**src/rtl/demux_1xn_stream.sv**
```systemverilog
// Registered 1-to-N stream demultiplexer: each channel has a one-entry holding
// register drained by its own valid/ready handshake; bad selects are counted and dropped.
//
// state | meaning
// EMPTY | channel holds no word, out_valid low
// FULL  | channel holds a word awaiting its consumer
module demux_1xn_stream #(
  parameter int ID        = 1,
  parameter int WIDTH     = 2,
  parameter int N_OUT     = 4,
  parameter int SEL_W     = $clog2(N_OUT),
  parameter int ZERO_IDLE = 1
) (
  input  logic                        clk,
  input  logic                        rstn,
  input  logic [WIDTH-1:0]            in_data,
  input  logic [SEL_W-1:0]            in_sel,
  input  logic                        in_valid,
  output logic                        in_ready,
  output logic [N_OUT-1:0][WIDTH-1:0] outp,
  output logic [N_OUT-1:0]            out_valid,
  input  logic [N_OUT-1:0]            out_ready,
  output logic [7:0]                  drop_cnt
);

  // Select is widened so the range compare also works when N_OUT == 2**SEL_W.
  localparam int CMP_W = (SEL_W > 7) ? SEL_W + 1 : 8;

  typedef enum logic {EMPTY = 1'b0, FULL = 1'b1} ch_state_t;

  ch_state_t        state_q [N_OUT];
  ch_state_t        state_d [N_OUT];
  logic [WIDTH-1:0] data_q  [N_OUT];
  logic [N_OUT-1:0] full;
  logic [N_OUT-1:0] sel_hit;
  logic [N_OUT-1:0] load;
  logic [CMP_W-1:0] sel_ext;
  logic             sel_in_range;
  logic             accept;

  if (N_OUT < 2 || N_OUT > 64 || SEL_W < $clog2(N_OUT) || ID < 0) begin : g_param_check
    $error("demux_1xn_stream: illegal parameter set");
  end

  assign sel_ext      = CMP_W'(in_sel);
  assign sel_in_range = (sel_ext < CMP_W'(N_OUT));

  always_comb begin
    full    = '0;
    sel_hit = '0;
    for (int i = 0; i < N_OUT; i++) begin
      full[i]    = (state_q[i] == FULL);
      sel_hit[i] = sel_in_range && (sel_ext == CMP_W'(i));
    end
  end

  // Head-of-line: only the addressed channel decides; out-of-range never stalls.
  assign in_ready = !sel_in_range || (|(sel_hit & (~full | out_ready)));
  assign accept   = in_valid && in_ready;
  assign load     = sel_hit & {N_OUT{accept}};

  always_comb begin
    for (int i = 0; i < N_OUT; i++) begin
      state_d[i] = state_q[i];
      if (load[i]) begin
        state_d[i] = FULL;
      end else if (full[i] && out_ready[i]) begin
        state_d[i] = EMPTY;
      end
    end
  end

  always_ff @(posedge clk or negedge rstn) begin
    if (!rstn) begin
      for (int i = 0; i < N_OUT; i++) begin
        state_q[i] <= EMPTY;
        data_q[i]  <= '0;
      end
    end else begin
      for (int i = 0; i < N_OUT; i++) begin
        state_q[i] <= state_d[i];
        if (load[i]) begin
          data_q[i] <= in_data;
        end
      end
    end
  end

  always_ff @(posedge clk or negedge rstn) begin
    if (!rstn) begin
      drop_cnt <= '0;
    end else if (in_valid && !sel_in_range && (drop_cnt != 8'hFF)) begin
      drop_cnt <= drop_cnt + 8'd1;
    end
  end

  always_comb begin
    outp      = '0;
    out_valid = full;
    for (int i = 0; i < N_OUT; i++) begin
      outp[i] = ((ZERO_IDLE != 0) && !full[i]) ? '0 : data_q[i];
    end
  end

endmodule

```
**config.mk**
```make
export PLATFORM = sky130hd
export DESIGN_NAME = demux_1xn_stream
export DESIGN_NICKNAME = d
export VERILOG_FILES = /design/src/rtl/demux_1xn_stream.sv
export SDC_FILE = /design/constraint.sdc
export NUM_CORES = 1
export LEC_CHECK = 0
export CORE_MARGIN = 5
export CORE_UTILIZATION = 35
export CTS_CLUSTER_SIZE = 25
export DETAILED_ROUTE_END_ITERATION = 16
export GPL_TIMING_DRIVEN = 0
export PLACE_DENSITY_LB_ADDON = 0.1
export SLEW_MARGIN = 20
export SYNTH_ARGS = -nofsm -noshare
export SYNTH_HDL_FRONTEND = slang
export SYNTH_SLANG_ARGS = --single-unit
```
**constraint.sdc**
```tcl
create_clock -name clk -period 1.21 [get_ports clk]
set_input_delay 0.3025 -clock clk [delete_from_list [all_inputs] [get_ports clk]]
set_output_delay 0.3025 -clock clk [all_outputs]
set_load 0.1 [all_outputs]
```
==> results of run 1 <==
## cells by family after synthesis
family          synth area share
simple gates              0.2437
flops                     0.4642
other cells             0.005797
buf+inv                  0.09285
mux                       0.1857
compound gates          0.007730
## area by class of cell
type | instances | area share
Clock buffer | 3 | 0.01865
Timing Repair Buffer | 31 | 0.3306
Multi-Input combinational cell | 40 | 0.3140
Sequential cell | 12 | 0.2611
Buffer | 8 | 0.04974
Tap cell | 25 | 0.02591
## metrics by stage
step,setup TNS [ns],std cells,setup WS [ns],util
final,-3.681,119,-0.5270,0.6918
after global routing,-4.428,119,-0.5715,0.6918
after CTS,-3.646,118,-0.5338,0.6796
after detailed placement,-14.14,108,-1.557,0.5720
after global placement,-14.00,108,-1.562,0.5720
after floorplan,-2.514,60,-0.5456,-
## power breakdown
part           switching (uW)  total, uW  leakage, uW  internal, uW
clock network             117        232    0.0000138           115
logic                     470        764     0.000437           295
registers                42.3        517     0.000141           475
## state kept, by name (all words and copies together), names as in the netlist
register and flops:
data_q 8, out_valid 4
## cell usage in the layout, fill, tap and decap left out, types with 3 or more instances in the layout
master | Yosys | layout
nand2b_4 | 1 | 4
clkbuf_4 | 0 | 3
dfrtp_1 | 12 | 8
clkdlybuf4s50_1 | 0 | 3
mux2_1 | 6 | 3
dfrtp_4 | 0 | 4
buf_12 | 0 | 11
mux2_4 | 2 | 5
nand2_1 | 5 | 5
buf_4 | 8 | 15
conb_1 | 1 | 8
buf_6 | 0 | 3
and2_4 | 0 | 7
dlygate4sd2_1 | 0 | 6
## Yosys cell counts
master and n:
dfrtp_1 12, and2_1 8, buf_4 8, mux2_1 6
nand2_1 5, nand2b_1 3, mux2_4 2, and3_4 1
conb_1 1, mux4_2 1, nand2b_4 1, nand3b_2 1
nand4_2 1, nor2b_2 1, nor3b_2 1, o21ai_0 1
## timing repair
item | CTS | global route
endpoints found under the setup margin | 21 | 20
resized for setup | 122 | 4
setup buffers | 7 | 1
endpoints found under the hold margin | 0 | 0
pin swaps | 3 | 1
hold buffers | 0 | 0
## worst max path at each step
stage / startpoint / to / cells after the start
finish: out_valid[3]$_DFFE_PN0P_ / in_ready / 3
global route: out_valid[3]$_DFFE_PN0P_ / in_ready / 3
CTS: out_valid[3]$_DFFE_PN0P_ / in_ready / 3
detailed placement: in_sel[0] / in_ready / 3
global placement: in_sel[0] / in_ready / 3
floorplan: out_valid[2]$_DFFE_PN0P_ / in_ready / 2
## per-layer routing
layer | up-vias | routed length, um | GRT usage
li1 | 242 | - | -
met1 | 239 | 563 | 0.1381
met2 | 22 | 669 | 0.1860
met3 | 2 | 125 | 0.03099
met4 | 0 | 11 | 0.03830
met5 | - | 0 | 0
==> reports/qor.csv, run 1 <==
metric,value,unit
clock_sinks,12,
htree_num_levels,1,
seq_area,315.3,um2
post-route-cell-area,1207,um2
crit_chain,nand2b_4 > mux4_2 > buf_12,
grt_usage,0.1120,
die_y,52.99,um
p_total,1513,uW
area_growth,86.65,%
place.port_buffers,23,
r2r_slack,-0.17,ns
dieArea,2808,um2
yosysTopAreaCell,dfrtp_1,
numCtsBuffers,3,
drt-total-wl,1370,um
wl_per_cell,11.51,um
globalRouteOverflowTotal,0,
drv_cap,0,
grt_max_degree,13,
clkTransAtPathRegs,0.07,ns
drt-initial-drc-count,2,
cp_max_fo,3,
clk_path_buf_depth,2,
slew-limit-headroom,0.6408,
cp.arrival,1.43,ns
fp.dieW,52.99,um
antenna_left,0,
r2r_start,out_valid[2]$_DFFE_PN0P_,
min-delay-path-class,input port to async pin,
vias_per_cell,4.244,
status,"finished, violations left",
initial_utilization,0.3706,
p_per_area,1253,nW/um2
leakage,0.0005919,uW
globalplace.congestion,0.6718,
place_area,998.5,um2
yosysTopAreaCellShare,0.4642,
ys_seq_area_frac,0.4642,
route.detailed.drc,0,
fin_worst_hold_slack,0.3894,ns
n_antenna_cell,0,
finalMaxSlewViolations,0,
syn_area,646.9,um2
cp_num_buf_inv,1,
crit_slowest_cell,mux4_2,
multi_input_area,379.1,um2
rsz0062_at_grt,yes,
fin_crit_sh,1.436,
violations,setup timing,
worst_ep_required_time,0.91,ns
fin_crit,1.737,ns
cpPeakStageDelay,0.50,ns
drtPass1Iterations,4,
antenna_found_initial,0,
ys_warn_count,0,
timing.rr.end,data_q[2]$_DFFE_PN0P_,
dp_hpwl,1036,um
crit_path_end_kind,output pin,
fin_worst_skew,0.00006140,ns
final_hold_viol_count,0,
setup_violations,19,
grt_first_pass_wirelength,2263,um
synthCells,53,
avgSynthCellArea,12.21,um2
startpoint_type,flip-flop,
max_freq,0.5757,GHz
fillers,140,
core-area,1745,um2
cts_tree,yes,
synth_area_leaders,"dfrtp_1, mux2_1, buf_4",
crit_family,multiplexers,
ys_types,16,
clk_latency,0.26,ns
tightest_slew,0.5370,ns
clockRootBuffer,clkbuf_4,
rows,15,
io_pins,32,
vias,505,
vdd_ir_drop_max,707.8,uV
grt_pass1_vias,495,
setup.worst_path.class,flip-flop to output pin,
final_net_count,107,
worstRegToRegCells,4,
setup_slack,-0.5270,ns
synth_seq_cells,12,
drive_gt1_frac,0.6277,
Power figures use the tool's default switching activity.
==> run 2: changes to the inputs <==
--- a/config.mk
+++ b/config.mk
@@ -6,7 +6,8 @@
 export NUM_CORES = 1
 export LEC_CHECK = 0
 export CORE_MARGIN = 5
-export CORE_UTILIZATION = 35
+export CORE_UTILIZATION = 37
+export CTS_BUF_LIST = sky130_fd_sc_hd__clkbuf_8
 export CTS_CLUSTER_SIZE = 25
 export DETAILED_ROUTE_END_ITERATION = 16
 export GPL_TIMING_DRIVEN = 0
==> reports/qor.csv, run 2 (synthesis results as in run 1) <==
metric,value,unit,change
status,"finished, violations left",,
violations,setup timing,,
clock_sinks,12,,unchanged
rsz0062_at_grt,yes,,
vdd_ir_drop_max,841.2,uV,+19%
drtPass1Iterations,3,,-1
fin_worst_skew,0.001460,ns,+0.001399 ns
cp_max_fo,2,,-1
finalMaxSlewViolations,0,,unchanged
rows,15,,unchanged
crit_path_end_kind,output pin,,
dpl.cell_count,100,,-7.4%
route.detailed.drc,0,,unchanged
htree_num_levels,1,,unchanged
fp.dieW,51.81,um,-2.2%
worstRegToRegCells,4,,unchanged
p_total,1798,uW,+19%
setup.worst_path.class,flip-flop to output pin,,
clkTransAtPathRegs,0.06,ns,about the same
drt-total-wl,1630,um,+19%
p_clk_frac,0.240,,+0.087
final_hold_viol_count,0,,unchanged
place.port_buffers,23,,unchanged
grt_first_pass_wirelength,2684,um,+19%
timing.rr.end,data_q[3]$_DFFE_PN0P_,,
r2r_start,out_valid[2]$_DFFE_PN0P_,,
grt_usage,0.1360,,+0.02404
clk_latency,0.23,ns,-0.03 ns
power_switching,681.7,uW,+8.4%
drt-initial-drc-count,4,,+2
regMostFlops,data_q,,
swShare,0.3791,,-0.03666
max_freq,0.5843,GHz,+1.5%
p_per_area,1336,nW/um2,+6.6%
p_comb_frac,0.469,,-0.036
seq_area,315.3,um2,unchanged
antenna_left,0,,unchanged
cts_tree,yes,,
crit_chain,nand2b_4 > mux4_2 > buf_12,,
multi_input_area,406.6,um2,+7.3%
wl_per_cell,13.93,um,+21%
numCtsBuffers,3,,unchanged
clk_path_buf_depth,2,,unchanged
worst_ep_required_time,0.91,ns,about the same
vias,527,,+4.4%
dieArea,2684,um2,-4.4%
min-delay-path-class,input port to async pin,,
cts_hold_buf,0,,unchanged
power_frac_seq,0.291,,-0.051
post-route-cell-area,1346,um2,+12%
leakage,0.0006586,uW,+11%
tightest_slew,0.5634,ns,+0.02632 ns
area_growth,108.1,%,
layout_common_cells,"buf_4, buf_12",,
fillers,100,,-29%
final_net_count,112,,+4.7%
largest_register_ffs,8,,unchanged
initial_utilization,0.3830,,+0.01235
setup_slack,-0.5013,ns,+0.02572 ns
crit_slowest_cell,mux4_2,,
globalRouteOverflowTotal,0,,unchanged
layout.cells.non_filler,117,,-1.7%
grt_max_degree,13,,unchanged
r2r_slack,-0.15,ns,+0.02 ns
die_y,51.81,um,-2.2%
drive_gt1_frac,0.6900,,+0.06234
io_pins,32,,unchanged
clockRootBuffer,clkbuf_8,,
p_int,1117,uW,+26%
fin_worst_hold_slack,0.4329,ns,+0.04347 ns
cp.arrival,1.41,ns,-0.02 ns
fin_crit,1.711,ns,-0.02572 ns
startpoint_type,flip-flop,,
vias_per_cell,4.504,,+6.1%
n_antenna_cell,0,,unchanged
antenna_found_initial,0,,unchanged
slew-limit-headroom,0.6232,,-0.01760
drv_cap,0,,unchanged
core-area,1689,um2,-3.2%
globalplace.congestion,0.7139,,+6.3%
grt_pass1_vias,553,,+12%
fin_crit_sh,1.414,,-0.02126
place_area,988.4,um2,-1.0%
cpPeakStageDelay,0.50,ns,about the same
setup_violations,21,,+2
run 2: changes by cell type in the layout (fill, tap and decap cells not counted), moves of 3 or more:
cell,delta
buf_6,+3
buf_12,+3
mux2_1,-3
clkbuf_8,+4
clkbuf_4,-3
mux2_4,+3
run 2: through the flow:
step	TNS, ns	setup slack, ns	utilization
final	-4.009	-0.5013	0.7970
after global routing	-4.654	-0.5267	0.7970
after CTS	-3.169	-0.5071	0.7481
after detailed placement	-14.02	-1.565	0.5852
after global placement	-13.97	-1.565	0.5852
after floorplan	-2.514	-0.5456	-
run 2: timing repair:
| action | CTS | global route |
|---|---|---|
| resized for setup | 137 | 7 |
| pin swaps | 2 | 0 |
| setup buffers | 7 | 6 |
| endpoints found under the setup margin | 21 | 21 |
run 2: per-layer routing:
layer	up-vias	track usage	wire [um]
met5	-	0	0
met4	0	0.05677	28
met3	4	0.02292	100
met2	20	0.2352	871
met1	247	0.1658	630
li1	256	-	-
run 2: worst max path at each step:
| stage | from | to | slack [ns] |
|---|---|---|---|
| 2_1_floorplan | out_valid[2]$_DFFE_PN0P_ | in_ready | -0.55 |
| 3_3_place_gp | in_sel[0] | in_ready | -1.57 |
| 3_5_place_dp | in_sel[0] | in_ready | -1.57 |
| 4_1_cts | out_valid[3]$_DFFE_PN0P_ | in_ready | -0.51 |
| 5_1_grt | out_valid[2]$_DFFE_PN0P_ | in_ready | -0.53 |
| 6_report | out_valid[3]$_DFFE_PN0P_ | in_ready | -0.50 |
run 2: area by class of cell:
cell class | instances | share of cell area
Timing Repair Buffer | 36 | 0.3625
Multi-Input combinational cell | 40 | 0.3020
Sequential cell | 12 | 0.2342
Buffer | 8 | 0.04461
Clock buffer | 4 | 0.04089
Tap cell | 17 | 0.01580
run 2: power groups by stage:
stage	clock [uW]	combinational (uW)	sequential, uW
after floorplan	0	443	594
after global placement	0	642	524
after detailed placement	0	647	528
after CTS	439	788	520
after global routing	472	873	533
final	432	843	523
run 2: worst max-delay path, delay by kind of cell (launching register included):
kind / cells / cell delay, ns
flops: 1 / 0.43
buf+inv: 1 / 0.19
mux: 1 / 0.50
simple gates: 1 / 0.05
==> patch: new RTL, config.mk and constraints of run 1 <==
The parameter `WIDTH` goes from 2 to 3.
--- a/src/rtl/demux_1xn_stream.sv
+++ b/src/rtl/demux_1xn_stream.sv
@@ -7,5 +7,5 @@
 module demux_1xn_stream #(
   parameter int ID        = 1,
-  parameter int WIDTH     = 2,
+  parameter int WIDTH     = 3,
   parameter int N_OUT     = 4,
   parameter int SEL_W     = $clog2(N_OUT),
Interface: changed (resized in_data and outp); port bits go from 32 to 37. The function was not compared with the original's and may differ.
==> patch against run 1 <==
  * The flow still finishes with violations (setup timing)
  * Area after synthesis up 23%
  * Total power up 32%
  * Sequential cell count rose by 4
  * Setup slack got worse by 0.030 ns
  * Sequential share of layout area is 0.38 points higher
  * Global-route usage rose by 1.8 points
  * Clock skew up 0.0091 ns
  * Combinational power is 35% higher
  * Via count is 26% higher
  * Wire length increased by 49%
  * Design area rose by 30%
  * Utilization increased by 2.4 points
  * Final cell count up 21%
  * Critical path type unchanged
  * Largest power group unchanged
  * Highest routed layer unchanged
==> patch: results (changes against run 1) <==
- Status: finished with violations
- Violated checks: setup timing
- Max IR drop VDD: 0.7843 mV (+11%)
- Clk pin slew, worst setup/hold paths: 0.09 ns (+0.02 ns)
- Commonest cells post-synth: dfrtp_1 (16), and2_1 (12), mux2_2 (12)
- CP Max Fanout: 2 (-1)
- Largest net degree at the start of global routing: 17 (+4)
- Crit Reg-Reg Startpoint: out_valid[2]$_DFFE_PN0P_
- Final nets: 130 (+21%)
- Hold crit path type: in2reg
- Sequential fraction of the synthesis area: 0.5039 (+0.03972)
- Number of port buffers: 28 (+22%)
- Total leakage power: 0.7478 nW (+26%)
- Global-route wire length before repair: 3249 microns (+44%)
- Layout Skew: 0.009122 ns (+0.009061 ns)
- Async S/R FF share, synth: 1.000 (unchanged)
- Total GRT Usage: 0.1305 (+0.01849)
- Setup TNS: -7.370 ns (-3.689 ns)
- CP arrival: 1.46 ns (+0.03 ns)
- Vias in the first global route: 714 (+44%)
- Routability cong.: 0.6898 (+2.7%)
- Worst Reg-to-Reg Cells: 4 (unchanged)
- WL per Instance: 14.15 microns (+23%)
- Hold Startpoint: out_ready[3]
- Reg-to-reg critical path endpoint: data_q[3]$_DFFE_PN0P_
- Count of final setup violators: 26 (+7)
- Worst-margin pin slew: 0.7163 ns (+0.1793 ns)
- DR iter-0 viols: 5 (+3)
- Top reg by flops: data_q
- Vias: 636 (+26%)
- Synth area leaders: dfrtp_1 (50%), mux2_2 (17%), and2_1 (9.4%), buf_4 (7.6%), nand2b_1 (3.1%)
- Hold_buf cts: 0 (unchanged)
- Detail Placement HPWL: 1453 microns (+40%)
- Synth cell types: 14 (-2)
- Share of cells above drive strength 1: 0.6724 (+0.04475)
- Clock Path Buffers: 2 (unchanged)
- Final-layout fill cell count: 155 (+11%)
- NetSw: 0.0008112 W (+29%)
- Number of flip-flops in the largest register: 12 (+4)
- Clk Latency, worst-skew pair: 0.28 ns (+0.02 ns)
- Final WS setup: -0.5568 ns (-0.02971 ns)
-- patch: cell types whose count changed in the layout (fill, tap and decap cells not counted), moves of 2 or more --
cell	run 1	this run
and2_4	7	12
buf_12	11	17
buf_4	15	13
buf_6	3	7
dfrtp_1	8	12
mux2_1	3	0
mux2_2	0	3
mux2_4	5	9
-- patch: how the worst max path moves through the flow --
stage	from	end	slack [ns]	depth (start not counted)
CTS	out_valid[2]$_DFFE_PN0P_	in_ready	-0.57	3
global placement	in_sel[0]	in_ready	-1.59	3
detailed placement	in_sel[0]	in_ready	-1.58	3
global route	out_valid[3]$_DFFE_PN0P_	in_ready	-0.60	3
finish	out_valid[0]$_DFFE_PN0P_	in_ready	-0.56	3
floorplan	out_valid[3]$_DFFE_PN0P_	in_ready	-0.53	2
-- patch: repair_timing --
| item | CTS | global route |
|---|---|---|
| setup endpoints to repair | 29 | 29 |
| buffers inserted | 9 | 4 |
| resized for setup | 167 | 7 |
| pin swaps | 4 | 2 |
| endpoints found under the hold margin | 0 | 0 |
-- patch: final cells by class --
type                    instances  share of cell area
plain buffers                   8             0.03831
clock buffers                   3             0.01437
multi-input cells              49              0.3033
flip-flops and latches         16              0.2650
well taps                      28             0.02235
repair buffers                 40              0.3567
-- patch: cells by family (layout without fill, tap and decap cells) --
kind of cell    Yosys count  after routing  synth area share
simple gates             27             27            0.2110
flops                    16             16            0.5039
mux                      13             13            0.1984
buf+inv                   8             51           0.07559
other cells               1              8          0.004720
compound gates            1              1          0.006293
-- patch: metrics by stage --
stage	setup slack, ns	instance area, sq um	std cells	util	hold slack, ns
finish	-0.5568	1568	144	0.7156	0.4166
global route	-0.6004	1568	144	0.7156	0.4248
CTS	-0.5662	1519	141	0.6933	0.4095
detailed placement	-1.582	1256	129	0.5734	0.4928
global placement	-1.588	1256	129	0.5734	0.4893
floorplan	-0.5314	940.9	73	-	0.006909
-- patch: critical path: stages, from the launching register on --
cell,delay (ns)
dfrtp_4,0.45
nand2b_4,0.06
mux4_2,0.49
buf_12,0.19
-- patch: power by group through the flow --
stage	Clock, W	Sequential, W	Combinational, W
final	0.000264	0.000698	0.00103
after detailed placement	0	0.000711	0.000839
after global routing	0.000296	0.000709	0.00107
after floorplan	0	0.000771	0.000600
after global placement	0	0.000706	0.000831
after CTS	0.000277	0.000698	0.00100
-- patch: layer usage --
layer	part of all wire	up-vias	track usage
met3	0.036	4	0.01559
li1	-	303	-
met1	0.41	307	0.1361
met5	0	-	0
met2	0.53	22	0.2500
met4	0.020	0	0.06954
